## src/rtl/lc3_pkg.sv

```systemverilog
// Shared encodings for the LC-3 control sequencer: opcodes, FSM states,
// ALU/extender selects and the decoded control vector.
package lc3_pkg;

  typedef enum logic [3:0] {
    OP_BR   = 4'b0000,
    OP_ADD  = 4'b0001,
    OP_LD   = 4'b0010,
    OP_ST   = 4'b0011,
    OP_JSR  = 4'b0100,
    OP_AND  = 4'b0101,
    OP_LDR  = 4'b0110,
    OP_STR  = 4'b0111,
    OP_RTI  = 4'b1000,
    OP_NOT  = 4'b1001,
    OP_LDI  = 4'b1010,
    OP_STI  = 4'b1011,
    OP_JMP  = 4'b1100,
    OP_RES  = 4'b1101,
    OP_LEA  = 4'b1110,
    OP_TRAP = 4'b1111
  } opcode_e;

  typedef enum logic [3:0] {
    S_FETCH,
    S_FETCH_WAIT,
    S_DECODE,
    S_EXEC,
    S_MEM,
    S_MEM_WAIT,
    S_WB,
    S_HALT,
    S_FAULT
  } state_e;

  typedef enum logic [1:0] {
    ALU_ADD   = 2'b00,
    ALU_AND   = 2'b01,
    ALU_NOT   = 2'b10,
    ALU_PASS1 = 2'b11
  } alu_op_e;

  typedef enum logic [1:0] {
    EXT_IMM5  = 2'b00,
    EXT_OFF6  = 2'b01,
    EXT_OFF9  = 2'b10,
    EXT_OFF11 = 2'b11
  } ext_sel_e;

  typedef struct packed {
    logic [1:0] alu;
    logic [1:0] ext;
    logic       reg_write;
    logic       sr2_mux;
    logic       dr_mux;
    logic       srpc_mux;
    logic       br_mux;
    logic       imm_sr2_mux;
    logic       jmp_mux;
    logic       is_mem;
    logic       is_load;
    logic       is_store;
    logic       is_ldi;
    logic       is_halt;
  } ctrl_t;

endpackage

```

## src/rtl/lc3_decode.sv

```systemverilog
// Combinational decode of the instruction register into the datapath
// control vector used by the sequencer in EXEC and the memory states.
module lc3_decode
  import lc3_pkg::*;
#(
  parameter bit HALT_ON_TRAP = 1'b1
) (
  input  logic [15:0] ir,
  input  logic [2:0]  nzp_in,
  output ctrl_t       ctrl
);

  opcode_e op;
  logic    unused_ir_bits;

  assign op             = opcode_e'(ir[15:12]);
  assign unused_ir_bits = ^{ir[8:6], ir[4:0]};

  always_comb begin
    ctrl     = '0;
    ctrl.alu = ALU_ADD;
    ctrl.ext = EXT_IMM5;
    case (op)
      OP_ADD, OP_AND: begin
        ctrl.alu         = (op == OP_AND) ? ALU_AND : ALU_ADD;
        ctrl.imm_sr2_mux = ~ir[5];
        ctrl.ext         = EXT_IMM5;
        ctrl.reg_write   = 1'b1;
        ctrl.srpc_mux    = 1'b1;
      end
      OP_NOT: begin
        ctrl.alu       = ALU_NOT;
        ctrl.reg_write = 1'b1;
        ctrl.srpc_mux  = 1'b1;
      end
      OP_BR: begin
        // A branch with no condition bits set never matches: plain NOP.
        ctrl.br_mux  = |(ir[11:9] & nzp_in);
        ctrl.ext     = EXT_OFF9;
        ctrl.jmp_mux = 1'b1;
      end
      OP_JMP: begin
        ctrl.srpc_mux = 1'b1;
        ctrl.jmp_mux  = 1'b1;
      end
      OP_JSR: begin
        ctrl.dr_mux    = 1'b1;
        ctrl.reg_write = 1'b1;
        ctrl.jmp_mux   = 1'b1;
        if (ir[11]) ctrl.ext = EXT_OFF11;
        else        ctrl.srpc_mux = 1'b1;
      end
      OP_LD, OP_LDI: begin
        ctrl.is_mem  = 1'b1;
        ctrl.is_load = 1'b1;
        ctrl.is_ldi  = (op == OP_LDI);
        ctrl.ext     = EXT_OFF9;
      end
      OP_LDR: begin
        ctrl.is_mem   = 1'b1;
        ctrl.is_load  = 1'b1;
        ctrl.ext      = EXT_OFF6;
        ctrl.srpc_mux = 1'b1;
      end
      OP_ST: begin
        ctrl.is_mem   = 1'b1;
        ctrl.is_store = 1'b1;
        ctrl.ext      = EXT_OFF9;
        ctrl.sr2_mux  = 1'b1;
      end
      OP_STR: begin
        ctrl.is_mem   = 1'b1;
        ctrl.is_store = 1'b1;
        ctrl.ext      = EXT_OFF6;
        ctrl.srpc_mux = 1'b1;
        ctrl.sr2_mux  = 1'b1;
      end
      OP_TRAP: ctrl.is_halt = HALT_ON_TRAP;
      default: ;
    endcase
  end

endmodule

```

## src/rtl/lc3_sequencer.sv

```systemverilog
// Multi-cycle LC-3 control sequencer: fetch/decode/execute FSM with a
// memory handshake timeout, driving the datapath control strobes.
module lc3_sequencer
  import lc3_pkg::*;
#(
  parameter int MEM_TIMEOUT  = 255,
  parameter bit HALT_ON_TRAP = 1'b1
) (
  input  logic        clk,
  input  logic        rst_n,
  input  logic [15:0] instruction,
  input  logic        mem_ready,
  input  logic [2:0]  nzp_in,
  output logic        mem_req,
  output logic        mem_we,
  output logic [1:0]  ALUControl,
  output logic [1:0]  ExtByHowMuch,
  output logic        RegWrite,
  output logic        PtrToPtr,
  output logic        SR2Mux,
  output logic        DRMux,
  output logic        RegWriteMux,
  output logic        SRPCMux,
  output logic        BrMux,
  output logic        ImmSR2Mux,
  output logic        JMPMux,
  output logic        pc_en,
  output logic        ir_load,
  output logic        halted,
  output logic        fault
);

  localparam int CNT_W = ($clog2(MEM_TIMEOUT + 1) > 8) ? $clog2(MEM_TIMEOUT + 1) : 8;
  localparam logic [CNT_W-1:0] TIMEOUT_LAST = CNT_W'(MEM_TIMEOUT - 1);

  state_e           state, state_next;
  logic [15:0]      ir;
  logic [CNT_W-1:0] cnt;
  logic             started;
  logic             ldi_second, ldi_second_next;
  logic             wait_state, timed_out;
  ctrl_t            dec;

  lc3_decode #(.HALT_ON_TRAP(HALT_ON_TRAP)) u_decode (
    .ir    (ir),
    .nzp_in(nzp_in),
    .ctrl  (dec)
  );

  assign wait_state = (state == S_FETCH_WAIT) || (state == S_MEM_WAIT);
  assign timed_out  = wait_state && !mem_ready && (cnt == TIMEOUT_LAST);

  // started holds every output low until the first edge after reset release.
  always_ff @(posedge clk or negedge rst_n) begin
    if (!rst_n) begin
      state      <= S_FETCH;
      ir         <= '0;
      cnt        <= '0;
      started    <= 1'b0;
      ldi_second <= 1'b0;
    end else begin
      started    <= 1'b1;
      state      <= state_next;
      ldi_second <= ldi_second_next;
      if (ir_load) ir <= instruction;
      if (wait_state) cnt <= cnt + CNT_W'(1);
      else            cnt <= '0;
    end
  end

  always_comb begin
    state_next      = state;
    ldi_second_next = ldi_second;
    mem_req         = 1'b0;
    mem_we          = 1'b0;
    ALUControl      = ALU_ADD;
    ExtByHowMuch    = EXT_IMM5;
    RegWrite        = 1'b0;
    PtrToPtr        = 1'b0;
    SR2Mux          = 1'b0;
    DRMux           = 1'b0;
    RegWriteMux     = 1'b0;
    SRPCMux         = 1'b0;
    BrMux           = 1'b0;
    ImmSR2Mux       = 1'b0;
    JMPMux          = 1'b0;
    pc_en           = 1'b0;
    ir_load         = 1'b0;
    halted          = 1'b0;
    fault           = 1'b0;
    if (started) begin
      case (state)
        S_FETCH: begin
          mem_req    = 1'b1;
          ALUControl = ALU_PASS1;
          state_next = S_FETCH_WAIT;
        end
        S_FETCH_WAIT: begin
          mem_req    = 1'b1;
          ALUControl = ALU_PASS1;
          if (mem_ready) begin
            ir_load    = 1'b1;
            state_next = S_DECODE;
          end else if (timed_out) begin
            state_next = S_FAULT;
          end
        end
        S_DECODE: state_next = dec.is_halt ? S_HALT : S_EXEC;
        S_EXEC: begin
          ALUControl   = dec.alu;
          ExtByHowMuch = dec.ext;
          SRPCMux      = dec.srpc_mux;
          ImmSR2Mux    = dec.imm_sr2_mux;
          if (dec.is_mem) begin
            ldi_second_next = 1'b0;
            state_next      = S_MEM;
          end else begin
            RegWrite   = dec.reg_write;
            DRMux      = dec.dr_mux;
            BrMux      = dec.br_mux;
            JMPMux     = dec.jmp_mux;
            pc_en      = 1'b1;
            state_next = S_FETCH;
          end
        end
        S_MEM, S_MEM_WAIT: begin
          // Address selects stay as in EXEC for the whole access.
          mem_req      = 1'b1;
          mem_we       = dec.is_store;
          SR2Mux       = dec.sr2_mux;
          ALUControl   = dec.alu;
          ExtByHowMuch = dec.ext;
          SRPCMux      = dec.srpc_mux;
          ImmSR2Mux    = dec.imm_sr2_mux;
          PtrToPtr     = ldi_second;
          if (state == S_MEM) begin
            state_next = S_MEM_WAIT;
          end else if (mem_ready) begin
            if (dec.is_ldi && !ldi_second) begin
              ldi_second_next = 1'b1;
              state_next      = S_MEM;
            end else if (dec.is_load) begin
              state_next = S_WB;
            end else begin
              pc_en      = 1'b1;
              state_next = S_FETCH;
            end
          end else if (timed_out) begin
            state_next = S_FAULT;
          end
        end
        S_WB: begin
          RegWrite        = 1'b1;
          RegWriteMux     = 1'b1;
          pc_en           = 1'b1;
          ldi_second_next = 1'b0;
          state_next      = S_FETCH;
        end
        S_HALT:  halted = 1'b1;
        S_FAULT: fault  = 1'b1;
        default: state_next = S_FAULT;
      endcase
    end
  end

endmodule

```

## config.mk

```make
export PLATFORM = sky130hd
export DESIGN_NAME = lc3_sequencer
export DESIGN_NICKNAME = d
export VERILOG_FILES = /design/src/rtl/lc3_pkg.sv /design/src/rtl/lc3_decode.sv /design/src/rtl/lc3_sequencer.sv
export SDC_FILE = /design/constraint.sdc
export NUM_CORES = 1
export LEC_CHECK = 0
export CAP_MARGIN = 40
export CORE_MARGIN = 8
export CORE_UTILIZATION = 53
export CTS_BUF_LIST = sky130_fd_sc_hd__clkbuf_4 sky130_fd_sc_hd__clkbuf_8
export CTS_CLUSTER_DIAMETER = 150
export DETAILED_ROUTE_END_ITERATION = 10
export PLACE_DENSITY = 0.92
export SETUP_SLACK_MARGIN = 0.15
export SKIP_LAST_GASP = 1
export SLEW_MARGIN = 10
export SYNTH_ARGS = -nofsm -noshare
export SYNTH_HDL_FRONTEND = slang
export SYNTH_SLANG_ARGS = --single-unit
```

## constraint.sdc

```tcl
create_clock -name clk -period 3.58 [get_ports clk]
set_clock_uncertainty 0.2 [all_clocks]
set_input_delay 0.358 -clock clk [delete_from_list [all_inputs] [get_ports clk]]
set_output_delay 0.358 -clock clk [all_outputs]
set_load 0.03 [all_outputs]
```

# After elaboration in Yosys (flattened, before gate mapping)
# Index checks and enable logic that the tools add are counted.
[word_totals]
regBits = 30
input_bits = 22
wordCells = 133
memories = 0
output_inout_bits = 19
rom_bits = 0
latch_bits = 0
ram_bits = 0
[op_classes]
shift = 0
eq_ne = 24
n_bitwise = 3
n_lt_le_gt_ge = 0
n_mux = 73
multipliers = 0
div = 0
addsub = 1
reduce_logical = 27
[ops]
columns = ["operator", "count"]
rows = [
  ["$mux W1", 52],
  ["$eq A4 B3 Y1 const B", 8],
  ["$pmux W4 S7", 1],
  ["$eq A4 B4 Y1 const B", 5],
  ["$eq A4 B2 Y1 const B", 4],
  ["$mux W4", 4],
  ["$reduce_or A2 Y1", 7],
  ["$mux W3", 4],
  ["$reduce_or A3 Y1", 4],
  ["$reduce_or A4 Y1", 3],
  ["$add A8 B1 Y8 const B", 1],
  ["$eq A4 B1 Y1 const B", 2],
  ["$eq A8 B8 Y1 const B", 1],
  ["$logic_not A4 Y1", 2],
  ["$mux W2", 4],
  ["$mux W8", 1],
  ["$ne A2 B2 Y1 const B", 4],
  ["$pmux W2 S2", 2],
  ["$pmux W1 S3", 2],
  ["$pmux W2 S3", 1],
  ["$reduce_and A6 Y1", 1],
  ["$reduce_or A6 Y1", 1],
  ["$reduce_or A5 Y1", 1],
  ["$pmux W1 S2", 2],
  ["7 further kinds", 11],
]

# Depth between registers and ports, before layout
# Gate-level depths: netlist (run 1).
[logic_depth]
word_depth = 9
mapped_depth = 6
mapped_depth_nobuf = 6

# Hierarchy
# A second synthesis (run 1) with hierarchy kept.
[unflattened]
hier_cells = 193
hier_area_um2 = 1835.5
[by_module_without_submodules]
columns = ["module", "seq_area_each_um2", "cells_per_inst", "area_each_um2", "n_inst"]
rows = [
  ["lc3_sequencer", 750.7, 158, 1602.8, 1],
  ["lc3_decode", 0.0, 35, 232.7, 1],
]

# Least setup slack after synthesis (run 1)
# Ideal clock, no wire load.
[synth_timing]
path_kind = "register to output"
startpoint = "reg state[3]"
endpoint = "out ALUControl[1]"
arrival_ps = 1930
path_stages_with_launch = 6
path_slack_ps = 1092
path_buffers = 1
required_ps = 3022
path_cell_list = "dfrtp_1 -> buf_2 -> nor2b_1 -> o21ai_0 -> or3_1 -> o21ai_0"
[synth_via]
elab_chain_len = 4
word_cells_on_any_way = 9
classes_between = "eq/ne (4); mux (2); reduce/logical (3)"
[synth_lines]
columns = ["element", "line_no", "rtl"]
rows = [
  ["start, declared", "lc3_sequencer.sv:36", "state_e state, state_next;"],
  ["start signal, assigned", "lc3_sequencer.sv:63", "state <= state_next;"],
  ["$eq A4 B3 Y1 (tied with other cells)", "lc3_sequencer.sv:92", "case (state)"],
  ["$reduce_or A3 Y1 (no source line) / $reduce_or A2 Y1 (equally long branches)", "--", ""],
  ["$pmux W2 S2 (*)", "lc3_sequencer.sv:92", ""],
  ["$mux W2 (*)", "lc3_sequencer.sv:91", "if (started) begin"],
  ["end, declared", "lc3_sequencer.sv:16", "output logic [1:0] ALUControl,"],
]
# Mark *: on every way between the ends. The rest lies on a longest branch, timed or not.

# Final worst setup path (run 1)
[layout_timing]
startpoint = "reg state[2]"
endpoint = "out ALUControl[1]"
# The elaborated chain is that of the path after synthesis.

==> flow_summary.ini, run 1 <==
[global_route]
grt_max_degree = 19
antenna_found_initial = 0
grt_pass1_vias = 1294
grt_first_pass_wirelength_mm = 5.58
grt_use_total = 0.153
overflow = 0

[synthesis]
synth_top_family_by_area = simple AND/OR/NAND/NOR gates
yosysWarnings = 0
synthAdderAreaFrac = 0.0177
synth.cell_area_um2 = 1420
synth_top_area_frac = 0.389
synthFlopType = dfrtp_1
syn-num-nets = 180
ys_ff_latch = 22
synth_area_per_cell_um2 = 9.07
synthMuxAreaShare = 0.0637
seq_area_frac_synth = 0.389
synth_largest_area_cell = dfrtp_1
yosys.area_share.xor_xnor = 0.0433
synth_simple_gate_area_share = 0.266
async_reset_ff_frac = 1.00
synth_compound_area_frac = 0.156
netlist_instances = 156
ys_types = 48
ys_top_cells_by_area = dfrtp_1 39%, mux2_2 6.4%, nor2_1 4.5%, o21ai_0 3.2%, xor2_1 3.1%
synth_edf_count = 0

[sta]
layout_setup_ws_ns = 0.383
rsz0062_at_grt = false
setup_viol = 0
maxSlewHeadroom = 0.580
fin_crit_ns = 3.20
fmax_mhz = 313
maxSlewViolCount = 0
fin_setup_tns_ns = 0
tightest_slew_ns = 0.623
hold_viol_final = 0
timing.final.crit_share = 0.893

[setup_path]
path_delay_family = buffers and inverters
critical_path_class = register to primary output
cp-start-kind = register
crit_buf_inv = 1
crit_chain = nor2b_2, o21ai_0, or3_1, o21ai_0, clkdlybuf4s50_1
r2r-start = state[1]
critPathArrivalTime_ns = 2.64
r2r_slack_ns = 1.46
cp_common_cell = o21ai_0
slowest_delay_ns = 0.69
crit_slowest_cell = clkdlybuf4s50_1
end_kind = primary output
cp-startpoint = state[2]
cp.required_ns = 3.02
path_max_fanout = 12

[placement]
place_congestion = 0.859
dp_slack_ns = 0.569
postPlaceCellArea_um2 = 1750
placement.io_buffers = 32
dp_hpwl_mm = 2.51

[routing]
drcViolationCount = 0
routed_wl_mm = 3.31
wl_per_cell_um = 15.5
firstDrtPassIters = 4
ant_nets = 0
vias = 1259
drt-initial-drc-count = 84
via_per_inst = 5.91

[clocking]
cts_tree = done
root_buffer = clkbuf_4
ctsHtreeMaxLevel = 1
clk_pin_slew_ns = 0.12
ctsHoldBuffers = 0
clock_sinks = 22
clockBufferDepth = 2
cts_made_buffers = 3
clock_latency_ns = 0.31

[die]
die_w_um = 67.7
num_io_pins = 41
initial_utilization = 0.566
die_area_um2 = 4580
fp-row-count = 18
fp.dieH_um = 67.7
core_um2 = 2500

[hold_path]
min_path_type = input port to asynchronous set/reset pin

[layout]
antenna_cells = 0
stdcell_area_um2 = 1810
nets = 208
fillCellCount = 183
drive_gt1_frac = 0.109
syn_to_final_growth_pct = 27.7

[power_and_ir_drop]
ir_drop_mv = 0.583
p_total_mw = 1.25
p_leak_nw = 0.767
powerDensity_nw_per_um2 = 690

[flow_run]
drv_cap = 0

[outcome]
status = finished clean
registers in the layout (all words and copies together) (netlist names):
signal	count
cnt	8
ir	8
state	4
ldi_second	1
started	1
synth_stat cells, drive strengths merged (4+ instances only):
master,count
a21oi,5
buf,5
clkbuf,5
dfrtp,22
inv,9
mux2,8
nand2,9
nand2b,5
nand3,6
nor2,17
nor2b,5
nor3,5
o21ai,9
or3,4
xor2,5
worst paths after layout:
check | to | cells past startpoint
max in group asynchronous | started | 2
setup reg to reg | state[2] | 4
hold reg to reg | ir[5] | 1
min in group clk | ir[5] | 1
setup / recovery | ALUControl[1] | 5
hold / removal | ldi_second | 1
through the flow:
step	utilization	hold WS, ns	cells
floorplan	-	-0.138	156
finish	0.723	0.0946	213
global placement	0.688	0.295	208
CTS	0.720	0.0949	213
global route	0.723	0.0905	213
detailed placement	0.699	0.306	209
power breakdown:
| group | switching [mW] | internal [mW] |
|---|---|---|
| Sequential | 0.164 | 0.330 |
| Combinational | 0.295 | 0.268 |
| Clock | 0.0779 | 0.113 |
| Total | 0.536 | 0.711 |
cell type report:
type                            count  area [µm²]  area share
Clock buffer                        3        22.5      0.0125
Tap cell                           30        37.5      0.0208
Sequential cell                    22         554       0.307
Inverter                            9        33.8      0.0187
Multi-Input combinational cell    115         781       0.432
Timing Repair Buffer               33         348       0.193
Clock inverter                      1        30.0      0.0166
logic make-up after synthesis:
logic type / after synthesis
xor+xnor: 7
buf+inv: 19
fa+ha+maj: 2
mux: 8
other cells: 1
flops: 22
simple gates: 65
compound gates: 32
placed cells by master, fill, tap and decap left out, types with 4 or more instances in the layout:
cell type | Yosys | layout
inv_1 | 9 | 9
nor2b_1 | 5 | 4
dfrtp_1 | 22 | 19
o21ai_0 | 9 | 9
nand3_1 | 6 | 6
nor3_1 | 4 | 4
mux2_2 | 8 | 8
nand2b_1 | 5 | 5
or3_1 | 4 | 4
nand2_1 | 9 | 9
nor2_1 | 17 | 17
clkdlybuf4s50_1 | 0 | 32
a21oi_1 | 5 | 5
xor2_1 | 5 | 5
per-layer routing:
layer / vias to the layer above / share of wire / track usage
met4: 0 / 0.011 / 0.0522
met1: 607 / 0.43 / 0.184
met5: - / 0 / 0
li1: 608 / - / -
met3: 4 / 0.076 / 0.0563
met2: 40 / 0.49 / 0.247
timing repair:
item,4_1_cts,5_1_grt
setup endpoints to repair,0,3
gates resized for setup,0,4
setup buffers,0,0
Power figures use the tool's default switching activity.
==> run 2, diff against run 1 <==
CTS_CLUSTER_SIZE = 25   (was default)
REMOVE_ABC_BUFFERS = 1   (was default)
TNS_END_PERCENT = 20   (was default)
==> flow_summary.ini, run 2 (synthesized netlist as in run 1, its figures left out) <==
[sta]
rsz0062_at_grt = false
maxSlewHeadroom = 0.595
timing.final.crit_share = 0.916
maxSlewViolCount = 0
setup_viol = 0
fin_crit_ns = 3.28
fmax_mhz = 305
tightest_slew_ns = 0.602
fin_setup_tns_ns = 0
hold_viol_final = 0

[die]
fp.dieH_um = 67.7
num_io_pins = 41
initial_utilization = 0.566
die_area_um2 = 4580
fp-row-count = 18
die_w_um = 67.7
core_um2 = 2500

[global_route]
grt_use_total = 0.155
grt_first_pass_wirelength_mm = 5.65
grt_pass1_vias = 1199
antenna_found_initial = 0
grt_max_degree = 17
overflow = 0

[layout]
nets = 208
syn_to_final_growth_pct = 25.5
reg.largest.list = cnt (8), ir (8), state (4)
antenna_cells = 0
fillCellCount = 178
final_common_cell = clkdlybuf4s50_1
fin_cells = 213
drive_gt1_frac = 0.0984
final_cell_mix = 32 x clkdlybuf4s50_1, 21 x dfrtp_1, 17 x nor2_1

[power_and_ir_drop]
p_leak_nw = 0.757
powerDensity_nw_per_um2 = 670
ir_drop_mv = 0.496

[routing]
routed_wl_mm = 3.35
drt-initial-drc-count = 63
drcViolationCount = 0
ant_nets = 0
via_per_inst = 5.91
vias = 1259
wl_per_cell_um = 15.7
firstDrtPassIters = 4

[flow_run]
drv_cap = 0

[outcome]
status = finished clean

[setup_path]
cp.required_ns = 3.02
path_max_fanout = 16
cp_common_cell = o21ai_0
critical_path_class = register to primary output
crit_slowest_cell = clkdlybuf4s50_1
slowest_delay_ns = 0.70
cp-start-kind = register
end_kind = primary output
crit_chain = nor2b_2, o21ai_0, or3_1, o21ai_0, clkdlybuf4s50_1
critPathArrivalTime_ns = 2.72

[placement]
placement.io_buffers = 32
place_congestion = 0.879
dp_hpwl_mm = 2.51
dp_cells = 209

[clocking]
root_buffer = clkbuf_4
clock_latency_ns = 0.31
clk_pin_slew_ns = 0.12
cts_tree = done
ctsHoldBuffers = 0
cts_made_buffers = 3
clockBufferDepth = 2
cts_resized = 0
ctsHtreeMaxLevel = 1
cts_setup_buffers = 0
clock_sinks = 22

[hold_path]
min_path_type = input port to asynchronous set/reset pin
-- run 2: cell type report --
type	instances	area, µm²	area share
multi-input combinational	115	781	0.440
sequential	22	552	0.311
timing repair buffer	33	335	0.189
tap	30	37.5	0.0211
clock buffer	4	36.3	0.0204
inverter	9	33.8	0.0190
-- run 2: worst max-delay path, delay by kind of cell, from the launching register on --
family	cells	cell delay [ns]
simple gates	2	0.68
compound gates	2	0.45
buf+inv	1	0.70
flops	1	0.58
-- run 2: where the power goes --
part	internal [mW]	leakage [nW]	switching (mW)
clock network	0.0621	0.0210	0.0749
logic	0.265	0.457	0.295
registers	0.328	0.279	0.164
-- run 2: per-layer routing --
| metal | up-vias | global-route usage | part of all wire |
|---|---|---|---|
| li1 | 609 | - | - |
| met4 | 0 | 0.0392 | 0.0081 |
| met1 | 603 | 0.190 | 0.43 |
| met5 | - | 0 | 0 |
| met2 | 44 | 0.251 | 0.47 |
| met3 | 3 | 0.0579 | 0.089 |
-- run 2: final timing paths --
check                           slack [ns]  depth (start not counted)     start       endpoint
worst max-delay path                  0.30                          5  state[1]  ALUControl[0]
worst min-delay path                  0.15                          1     rst_n         ir[10]
worst max register to register        1.37                          4  state[1]       state[2]
worst min register to register        0.32                          1     ir[5]          ir[5]
max in group asynchronous             2.59                          2     rst_n       state[2]
min in group clk                      0.32                          1     ir[5]          ir[5]
-- run 2: metrics by stage --
step           utilization  hold slack [ns]  area, µm²  worst slack [ns]  power (mW)
3_5_place_dp         0.694            0.305       1740             0.594        1.04
5_1_grt              0.710            0.187       1780             0.149        1.27
4_1_cts              0.709            0.155       1770             0.223        1.18
3_3_place_gp         0.688            0.298       1720             0.674        1.01
2_1_floorplan            -           -0.138       1360             0.757       0.852
6_report             0.710            0.154       1780             0.299        1.19
==> run 3, diff against run 2 <==
PLACE_DENSITY = 0.88   (was 0.92)
==> flow_summary.ini, run 3 (synthesized netlist as in run 1, its figures left out) <==
[routing]
vias = 1288
ant_nets = 0
firstDrtPassIters = 5
via_per_inst = 5.94
routed_wl_mm = 3.64
wl_per_cell_um = 16.8
drcViolationCount = 0
drt-initial-drc-count = 67

[clocking]
cts_made_buffers = 3
ctsHtreeMaxLevel = 1
cts_tree = done
ctsHoldBuffers = 0
clock_latency_ns = 0.32
root_buffer = clkbuf_4
cts_setup_buffers = 0
cts_resized = 0
clock_sinks = 22
clockBufferDepth = 2
clk_pin_slew_ns = 0.14

[layout]
drive_gt1_frac = 0.112
reg.largest.list = cnt (8), ir (8), state (4)
stdcell_area_um2 = 1820
antenna_cells = 0
fillCellCount = 181
fin_cells = 217
final_common_cell = clkdlybuf4s50_1
final_cell_mix = 32 x clkdlybuf4s50_1, 21 x dfrtp_1, 17 x nor2_1
nets = 212
syn_to_final_growth_pct = 28.6

[global_route]
grt_first_pass_wirelength_mm = 6.34
antenna_found_initial = 0
grt_max_degree = 20
overflow = 0
grt_use_total = 0.174
grt_pass1_vias = 1372

[setup_path]
reg2reg_depth = 5
end_kind = primary output
r2r-start = state[1]
reg2reg_to = state[2]
critical_path_class = register to primary output
cp-endpoint = ALUControl[1]
cp.required_ns = 3.02
cp-startpoint = state[2]
path_max_fanout = 12
critPathArrivalTime_ns = 2.73
cp-start-kind = register
r2r_slack_ns = 1.34

[placement]
place_congestion = 0.971
dp_hpwl_mm = 2.73
postPlaceCellArea_um2 = 1770
dp_cells = 213
placement.io_buffers = 32

[power_and_ir_drop]
ir_drop_mv = 0.557
p_leak_nw = 0.783
powerDensity_nw_per_um2 = 705
p_total_mw = 1.28

[sta]
rsz0062_at_grt = false
fin_setup_tns_ns = 0
setup_viol = 0
maxSlewViolCount = 0
hold_viol_final = 0
fin_crit_ns = 3.29
timing.final.crit_share = 0.918
fmax_mhz = 304

[die]
core_um2 = 2500
initial_utilization = 0.566
fp.dieH_um = 67.7
num_io_pins = 41
die_area_um2 = 4580
fp-row-count = 18
die_w_um = 67.7

[outcome]
status = finished clean

[flow_run]
drv_cap = 0

[hold_path]
min_path_type = input port to asynchronous set/reset pin
[run 3: cell types whose count changed in the layout (fill, tap and decap cells not counted)]
cell | before | now
buf_4 | 0 | 4
bufinv_16 | 0 | 1
clkbuf_8 | 1 | 0
nor2b_1 | 4 | 5
nor2b_2 | 1 | 0
[run 3: final cells by class]
class | instances | area [µm²] | area share
clock buffers | 3 | 22.5 | 0.0124
clock inverters | 1 | 30.0 | 0.0165
repair buffers | 37 | 365 | 0.201
flip-flops and latches | 22 | 552 | 0.303
well taps | 30 | 37.5 | 0.0206
multi-input cells | 115 | 778 | 0.428
inverters | 9 | 33.8 | 0.0186
[run 3: power by group]
group	leakage (nW)	switching [mW]	internal [mW]
clock network	0.0279	0.0875	0.113
logic	0.476	0.328	0.286
registers	0.279	0.140	0.328
total	0.783	0.555	0.727
[run 3: how the worst min path moves through the flow]
| stage | startpoint | end | depth (start not counted) |
|---|---|---|---|
| after floorplan | rst_n | cnt[0] | 0 |
| after global placement | ir[10] | ir[10] | 1 |
| after detailed placement | ir[10] | ir[10] | 1 |
| after CTS | rst_n | state[0] | 1 |
| after global routing | rst_n | state[0] | 1 |
| final | rst_n | state[0] | 1 |
[run 3: critical path: stages (launching register included)]
cell             delay [ns]
dfrtp_2                0.52
nor2b_1                0.30
o21ai_0                0.13
buf_4                  0.17
or3_1                  0.35
o21ai_0                0.22
clkdlybuf4s50_1        0.72
[run 3: stage by stage]
step                 util  worst slack, ns  hold slack (ns)
floorplan               -            0.757           -0.138
global placement    0.700            0.686            0.297
detailed placement  0.706            0.610            0.302
CTS                 0.727            0.212           0.0554
global route        0.728            0.153           0.0512
finish              0.728            0.293           0.0392
[run 3: routing by layer]
metal / routed length [µm] / vias to the layer above / GRT usage
li1: - / 614 / -
met1: 1580 / 611 / 0.212
met2: 1740 / 55 / 0.292
met3: 265 / 8 / 0.0464
met4: 60 / 0 / 0.0574
met5: 0 / - / 0
